--- config.mk ---
export PLATFORM = sky130hd
export DESIGN_NAME = adder_2_inputs_accumulator
export DESIGN_NICKNAME = d
export VERILOG_FILES = /design/src/rtl/adder_2_inputs_accumulator.sv
export SDC_FILE = /design/constraint.sdc
export NUM_CORES = 1
export LEC_CHECK = 0
export ABC_AREA = 1
export BUFFER_PORTS_ARGS = -buffer_cell sky130_fd_sc_hd__buf_2
export CAP_MARGIN = 20
export CORE_MARGIN = 2
export CORE_UTILIZATION = 57
export CTS_CLUSTER_SIZE = 24
export DETAILED_ROUTE_END_ITERATION = 16
export PLACE_DENSITY = 0.9
export SETUP_SLACK_MARGIN = 0.15
export SLEW_MARGIN = 15
export SYNTH_ARGS = -nofsm -noshare
export SYNTH_HDL_FRONTEND = slang
export SYNTH_SLANG_ARGS = --single-unit
--- constraint.sdc ---
create_clock -name clk -period 4.4 [get_ports clk]
set_input_delay 0.22 -clock clk [delete_from_list [all_inputs] [get_ports clk]]
set_output_delay 0.22 -clock clk [all_outputs]
set_load 0.1 [all_outputs]
--- src/rtl/adder_2_inputs_accumulator.sv ---
// adder_2_inputs_accumulator
// Accepts {carry_out, result} beats from the upstream 2-input adder and sums
// BEATS of them into a saturating ACC_WIDTH accumulator. It also counts the
// beats that carried out. The finished frame is held on a registered
// valid/ready port until downstream takes it.
//
// state | meaning
// IDLE  | out of reset, waiting one edge before accepting beats
// ACCUM | accepting beats, in_ready=1
// HOLD  | frame complete, out_valid=1, beats refused until out_ready

module adder_2_inputs_accumulator #(
  parameter int WIDTH     = 4,
  parameter int BEATS     = 4,
  parameter int ACC_WIDTH = 8
) (
  input  logic                         clk,
  input  logic                         rst_n,
  input  logic                         clear,
  input  logic                         in_valid,
  output logic                         in_ready,
  input  logic [WIDTH-1:0]             result,
  input  logic                         carry_out,
  output logic                         out_valid,
  input  logic                         out_ready,
  output logic [ACC_WIDTH-1:0]         sum_out,
  output logic [$clog2(BEATS+1)-1:0]   carry_count,
  output logic                         overflow
);

  localparam int CW = $clog2(BEATS+1);
  localparam int SW = ACC_WIDTH + 1;
  localparam logic [ACC_WIDTH-1:0] ACC_MAX = {ACC_WIDTH{1'b1}};
  localparam logic [CW-1:0]        LAST_BEAT = CW'(BEATS - 1);

  typedef enum logic [1:0] {
    IDLE  = 2'd0,
    ACCUM = 2'd1,
    HOLD  = 2'd2
  } state_t;

  state_t                state_q;
  logic [ACC_WIDTH-1:0]  acc_q;
  logic [CW-1:0]         beat_q;
  logic [CW-1:0]         carry_q;
  logic                  ovf_q;
  logic                  in_ready_q;
  logic                  out_valid_q;

  logic                  accept;
  logic [SW-1:0]         acc_sum_d;
  logic                  sat_d;
  logic [ACC_WIDTH-1:0]  acc_d;

  // Beat acceptance and the one-bit-wider add with clamp; the operand is only
  // used when a beat is accepted, so idle-cycle X on result never reaches state.
  always_comb begin
    accept    = in_valid && in_ready_q && (state_q == ACCUM);
    acc_sum_d = {1'b0, acc_q} + SW'({carry_out, result});
    sat_d     = acc_sum_d[ACC_WIDTH];
    acc_d     = sat_d ? ACC_MAX : acc_sum_d[ACC_WIDTH-1:0];
  end

  // Frame FSM with all outputs registered; clear beats every event but reset.
  always_ff @(posedge clk or negedge rst_n) begin
    if (!rst_n) begin
      state_q     <= IDLE;
      acc_q       <= '0;
      beat_q      <= '0;
      carry_q     <= '0;
      ovf_q       <= 1'b0;
      in_ready_q  <= 1'b0;
      out_valid_q <= 1'b0;
    end else if (clear) begin
      state_q     <= ACCUM;
      acc_q       <= '0;
      beat_q      <= '0;
      carry_q     <= '0;
      ovf_q       <= 1'b0;
      in_ready_q  <= 1'b1;
      out_valid_q <= 1'b0;
    end else begin
      case (state_q)
        IDLE: begin
          state_q    <= ACCUM;
          in_ready_q <= 1'b1;
        end
        ACCUM: begin
          if (accept) begin
            acc_q  <= acc_d;
            ovf_q  <= ovf_q | sat_d;
            beat_q <= beat_q + CW'(1);
            if (carry_out) begin
              carry_q <= carry_q + CW'(1);
            end
            if (beat_q == LAST_BEAT) begin
              state_q     <= HOLD;
              in_ready_q  <= 1'b0;
              out_valid_q <= 1'b1;
            end
          end
        end
        HOLD: begin
          // Totals stay frozen until consumed; the consuming edge starts
          // a fresh frame and accepts no beat of its own.
          if (out_ready) begin
            state_q     <= ACCUM;
            acc_q       <= '0;
            beat_q      <= '0;
            carry_q     <= '0;
            ovf_q       <= 1'b0;
            in_ready_q  <= 1'b1;
            out_valid_q <= 1'b0;
          end
        end
        default: begin
          state_q     <= IDLE;
          in_ready_q  <= 1'b0;
          out_valid_q <= 1'b0;
        end
      endcase
    end
  end

  assign in_ready    = in_ready_q;
  assign out_valid   = out_valid_q;
  assign sum_out     = acc_q;
  assign carry_count = carry_q;
  assign overflow    = ovf_q;

endmodule

==> flow_metrics.env, run 1 <==
export IMPL_wl_per_cell_um=11.4
export IMPL_dieArea_sq_um=2420
export IMPL_cts_tree="done"
export IMPL_cts_root_buffer="clkbuf_4"
export IMPL_min_path_cells=4
export IMPL_synth_most_common_cell="nand2_1"
export IMPL_finClkSkew_ns=0.00257
export IMPL_initial_core_util_pct=59.9
export IMPL_worst_pin_slew_ns=0.486
export IMPL_synth_cells=158
export IMPL_ys_warn_count=0
export IMPL_rows=16
export IMPL_globalplace_congestion=0.892
export IMPL_fin_nets=206
export IMPL_crit_arrival_ns=2.01
export IMPL_critPathMaxStageDelay_ns=0.41
export IMPL_clock_sinks=18
export IMPL_min_delay_start="clear"
export IMPL_final_hold_violation_count=0
export IMPL_worst_r2r_endpoint="sum_out[3]"
export IMPL_outcome="completed"
export IMPL_ys_seq_elements=18
export IMPL_crit_type="reg2reg"
export IMPL_fin_total_pwr_mw=0.499
export IMPL_diodes=0
export IMPL_timing_rr_start="sum_out[0]"
export IMPL_synth_cell_types=26
export IMPL_num_fill_cells=181
export IMPL_io_buffer_count=23
export IMPL_antenna_found_initial=0
export IMPL_clk_pin_slew_ns=0.09
export IMPL_netlist_area_sq_um=1160
export IMPL_firstDrtPassIters=5
export IMPL_drcViolationCount=0
export IMPL_ir_drop_mv=0.323
export IMPL_drv_cap=0
export IMPL_drt_initial_drc_count=25
export IMPL_wirelength_um=2420
export IMPL_grt_usage_pct=22.7
export IMPL_dpl_hpwl_um=1960
export IMPL_crit_slowest_cell="dfrtp_1"
export IMPL_antenna_left=0
export IMPL_overflow=0
export IMPL_grt_pass1_vias=1077
export IMPL_crit_chain="ha_1 -> fa_1 -> nand2_1 -> nand2_1 -> nand3_1 -> nand2_2 -> a21oi_1 -> o21ai_0"
export IMPL_multiInputGateArea_sq_um=644
export IMPL_via_per_inst=5.34
export IMPL_crit_buf_inv=0
export IMPL_async_reset_ff_share_pct=100
export IMPL_dr_total_vias=1133
export IMPL_leakagePower_nw=0.788
export IMPL_ff_latch_area_sq_um=450
export IMPL_timing_fmax_mhz=544
export IMPL_synth_edff_count=0
export IMPL_cp_common_cell="nand2_1"
export IMPL_whs_endpoint="overflow"
export IMPL_rsz0062_at_grt="false"
export IMPL_htreeDepth=1
export IMPL_postLayoutCoreUtil_pct=69.2
export IMPL_rr_worst_depth=8
export IMPL_ios=24
export IMPL_yosysTopAreaCell="dfrtp_1"
export IMPL_fin_crit_sh_pct=41.8
export IMPL_finalCriticalPeriod_ns=1.84
export IMPL_drive_gt1_share_pct=22.2
export IMPL_ys_seq_area_share_pct=38.8
export IMPL_finalSetupTns_ns=0
export IMPL_setup_viol=0
export IMPL_worst_skew_pair_late_latency_ns=0.28
export IMPL_crit_family="adder cells"
export IMPL_cts_setup_buffers=0
export IMPL_critical_path_max_fanout=6
export IMPL_area_delta_synth_final_pct=15.6
export IMPL_synthFlopType="dfrtp_1"
export IMPL_grt_pass1_wl_um=4340
export IMPL_synth_area_leaders="dfrtp_1 (39%), nand2_1 (20%), ha_1 (8.6%), nand3_1 (4.3%), inv_1 (3.9%)"
export IMPL_critPathRequiredTime_ns=4.57
export IMPL_die_y_um=49.2
export IMPL_reg2reg_slack_ns=2.56
export IMPL_cp_end_kind="flop"
export IMPL_syn_area_per_cell_sq_um=7.36
export IMPL_die_x_um=49.2
export IMPL_cts_max_path_buffers=2
export IMPL_cp_start_kind="flop"
export IMPL_syn_num_nets=177
export IMPL_cts_buffers=3
export IMPL_synth_top_cell_area_share_pct=38.8
export IMPL_grt_max_degree=19
export IMPL_synthTopCellsByCount="nand2_1 (62), dfrtp_1 (18), inv_1 (12), nor2_1 (12), nand3_1 (10)"
export IMPL_power_density_nw_per_um2=371
export IMPL_max_slew_margin_rel_pct=67.8
export IMPL_slew_viol_final=0
export IMPL_core_sq_um=1940
export IMPL_min_path_type="in2reg"
==> metrics by stage <==
step	std cells	hold slack (ns)	worst slack [ns]	instance area (sq um)
after global routing	212	0.234	2.47	1340
after global placement	208	0.160	2.74	1310
after floorplan	158	-0.0756	2.23	1160
final	212	0.235	2.56	1340
after detailed placement	208	0.164	2.62	1310
after CTS	212	0.225	2.62	1340
==> cell usage in the layout, fill, tap and decap left out <==
cell type,count
o211ai_1,1
fa_1,1
nor2_1,12
nor3b_1,1
clkinv_2,1
o21ai_2,2
o21ai_0,7
dlygate4sd3_1,1
inv_4,1
dfrtp_1,18
a21boi_0,1
clkbuf_4,3
nand3_1,10
nand2_2,3
nor2_2,1
nand2_1,62
buf_2,23
a21oi_1,3
inv_1,12
nand3_4,1
o21ai_1,1
a31oi_1,1
ha_1,8
o21bai_1,1
nand3b_1,1
nand4_1,2
inv_2,3
or2_2,3
o22ai_1,1
==> worst max path at each step <==
stage	from	end	cells past startpoint
CTS	sum_out[0]	sum_out[3]	8
floorplan	sum_out[0]	sum_out[6]	10
global placement	sum_out[0]	sum_out[6]	10
detailed placement	sum_out[0]	sum_out[3]	8
global route	sum_out[0]	sum_out[6]	10
finish	sum_out[0]	sum_out[3]	8
==> kinds of logic after synthesis <==
kind of cell,share of synthesized area [%]
and+or+nand+nor,35.8
AOI/OAI and AO/OA,9.26
DFF,38.8
buffers and inverters,5.81
adders and majority gates,10.3
==> power breakdown <==
| group | internal, mW | switching (mW) |
|---|---|---|
| Sequential | 0.183 | 0.0153 |
| Combinational | 0.0487 | 0.175 |
| Clock | 0.0318 | 0.0455 |
| Total | 0.263 | 0.236 |
==> sequential cells by signal, summed over array words and instances (netlist names) <==
register / cells
carry_count: 3
sum_out: 8
out_valid: 1
overflow: 1
beat_q: 3
state_q: 2
==> worst register-to-register path: stages, from the launching register on <==
cell	delay, ns
dfrtp_1	0.41
ha_1	0.21
fa_1	0.41
nand2_1	0.11
nand2_1	0.07
nand3_1	0.10
nand2_2	0.10
a21oi_1	0.21
o21ai_0	0.11
==> routing by layer <==
layer	share of wire, %	GRT usage, %	wire length, um	vias to the layer above
met4	0.99	8.57	24	0
met3	6.0	2.76	145	4
met1	42	27.7	1030	527
met5	0	0	0	-
met2	51	40.5	1220	38
li1	-	-	-	564
==> repair_timing <==
item,4_1_cts,5_1_grt
hold endpoints to repair,18,0
resized for setup,0,0
hold buffers,1,0
==> area by class of cell <==
cell class	instances	area share [%]
Sequential cell	18	33.5
Clock buffer	3	1.68
Multi-Input combinational cell	123	48.0
Inverter	17	5.03
Tap cell	27	2.51
Timing Repair Buffer	24	9.31
Note: power is estimated with default switching activity, not from simulation.
==> inputs of run 2 (changes only) <==
--- a/config.mk
+++ b/config.mk
@@ -9,10 +9,10 @@
 export BUFFER_PORTS_ARGS = -buffer_cell sky130_fd_sc_hd__buf_2
 export CAP_MARGIN = 20
 export CORE_MARGIN = 2
-export CORE_UTILIZATION = 57
+export CORE_UTILIZATION = 48
 export CTS_CLUSTER_SIZE = 24
 export DETAILED_ROUTE_END_ITERATION = 16
-export PLACE_DENSITY = 0.9
+export PLACE_DENSITY = 0.81
 export SETUP_SLACK_MARGIN = 0.15
 export SLEW_MARGIN = 15
 export SYNTH_ARGS = -nofsm -noshare
==> constraint.sdc (replaced) <==
create_clock -name clk -period 1.5 [get_ports clk]
set_input_delay 0.075 -clock clk [delete_from_list [all_inputs] [get_ports clk]]
set_output_delay 0.075 -clock clk [all_outputs]
set_load 0.1 [all_outputs]
==> flow_metrics.env, run 2 (same netlist as run 1, synthesis figures left out) <==
export IMPL_outcome="finished, violations left"
export IMPL_violations="negative setup slack"
export IMPL_io_buffer_count=23
export IMPL_min_path_type="in2reg"
export IMPL_globalplace_congestion=0.836
export IMPL_cp_start_kind="flop"
export IMPL_antenna_found_initial=0
export IMPL_fin_crit_sh_pct=111
export IMPL_via_per_inst=5.14
export IMPL_timing_fmax_mhz=602
export IMPL_dpl_hpwl_um=2000
export IMPL_rsz0062_at_grt="true"
export IMPL_num_fill_cells=191
export IMPL_crit_arrival_ns=1.87
export IMPL_worst_r2r_endpoint="sum_out[6]"
export IMPL_crit_end="sum_out[6]"
export IMPL_clock_sinks=18
export IMPL_cts_tree="done"
export IMPL_initial_core_util_pct=51.6
export IMPL_crit_chain="ha_4 -> fa_2 -> nand2_2 -> nand2_2 -> nand3_2 -> nand2_4 -> inv_4 -> nand3_2 -> nand2_1 -> nand2_1"
export IMPL_ff_latch_area_sq_um=479
export IMPL_overflow=0
export IMPL_htreeDepth=1
export IMPL_grt_max_degree=19
export IMPL_wl_per_cell_um=12.2
export IMPL_cts_max_path_buffers=2
export IMPL_mostFrequentLayoutCell="nand2_1"
export IMPL_power_density_nw_per_um2=1060
export IMPL_cts_root_buffer="clkbuf_4"
export IMPL_grt_pass1_vias=1092
export IMPL_dieArea_sq_um=2830
export IMPL_critPathRequiredTime_ns=1.71
export IMPL_final_hold_violation_count=0
export IMPL_rows=17
export IMPL_worst_pin_slew_ns=0.489
export IMPL_clk_pin_slew_ns=0.10
export IMPL_area_delta_synth_final_pct=34.2
export IMPL_critPathMaxStageDelay_ns=0.50
export IMPL_wirelength_um=2720
export IMPL_worst_skew_pair_late_latency_ns=0.30
export IMPL_die_y_um=53.2
export IMPL_ios=24
export IMPL_firstDrtPassIters=4
export IMPL_multiInputGateArea_sq_um=744
export IMPL_antenna_left=0
export IMPL_grt_usage_pct=22.3
export IMPL_leakagePower_nw=0.837
export IMPL_cts_buffers=3
export IMPL_dr_total_vias=1141
export IMPL_worst_slack_ns=-0.162
export IMPL_ir_drop_mv=0.754
export IMPL_grt_pass1_wl_um=4530
export IMPL_critical_path_max_fanout=6
export IMPL_drt_initial_drc_count=17
export IMPL_fin_nets=214
export IMPL_rr_worst_depth=10
export IMPL_core_sq_um=2250
export IMPL_diodes=0
export IMPL_setup_viol=9
export IMPL_crit_type="reg2reg"
export IMPL_timing_rr_start="sum_out[0]"
export IMPL_cp_end_kind="flop"
export IMPL_reg2reg_slack_ns=-0.16
export IMPL_finClkSkew_ns=0.00441
export IMPL_fin_total_pwr_mw=1.65
export IMPL_largest_register_ffs=8
export IMPL_startpoint="sum_out[0]"
export IMPL_crit_slowest_cell="dfrtp_4"
export IMPL_slew_viol_final=0
export IMPL_drive_gt1_share_pct=40.7
export IMPL_finalCriticalPeriod_ns=1.66
export IMPL_drcViolationCount=0
export IMPL_layout_common_cells="nand2_1 (57), buf_2 (20), inv_1 (12)"
export IMPL_drv_cap=0
export IMPL_die_x_um=53.2
export IMPL_finalSetupTns_ns=-1.20
export IMPL_postLayoutCoreUtil_pct=69.2
export IMPL_max_slew_margin_rel_pct=67.6
[run 2: where the power goes]
| part | total [mW] | switching (mW) | internal, mW |
|---|---|---|---|
| Clock | 0.304 | 0.156 | 0.148 |
| Sequential | 0.595 | 0.0452 | 0.550 |
| Combinational | 0.749 | 0.550 | 0.199 |
| Total | 1.65 | 0.751 | 0.897 |
[run 2: final cells by class]
class	instances	share of cell area, %
sequential	18	30.7
timing repair buffer	32	12.3
multi-input combinational	123	47.7
clock buffer	4	2.33
tap	28	2.25
inverter	17	4.65
[run 2: metal layers]
layer  track usage, %  vias up  share of wire, %
li1                 -      585                 -
met1             26.3      524                45
met2             38.7       27                49
met3             6.50        5               4.3
met4             6.41        0               1.1
met5                0        -                 0
[run 2: worst min path at each step]
stage	startpoint	to	slack (ns)	cells past startpoint
finish	carry_out	carry_count[0]	0.06	3
CTS	carry_out	carry_count[0]	0.05	3
global route	carry_out	carry_count[0]	0.05	3
global placement	rst_n	state_q[0]	0.03	1
detailed placement	rst_n	state_q[0]	0.03	1
floorplan	rst_n	beat_q[0]	-0.22	0
[run 2: repair_timing]
item | 4_1_cts | 5_1_grt
setup endpoints to repair | 9 | 16
hold buffers | 1 | 0
gates resized for setup | 9 | 11
pin swaps | 9 | 6
setup buffers | 3 | 0
cloned | 0 | 0
hold endpoints to repair | 18 | 0
[run 2: worst max-delay path, delay by kind of cell, from the launching register on]
kind / cells / cell delay [ns]
fa+ha+maj: 2 / 0.52
simple gates: 7 / 0.46
buf+inv: 1 / 0.07
flops: 1 / 0.50
[run 2: per-stage QoR]
stage,hold slack (ns),cells,cell area [sq um],worst slack [ns]
after floorplan,-0.221,158,1240,-0.296
after global placement,0.0253,214,1420,-0.148
after detailed placement,0.0275,214,1420,-0.201
after CTS,0.0485,222,1520,-0.189
after global routing,0.0526,222,1560,-0.251
final,0.0585,222,1560,-0.162
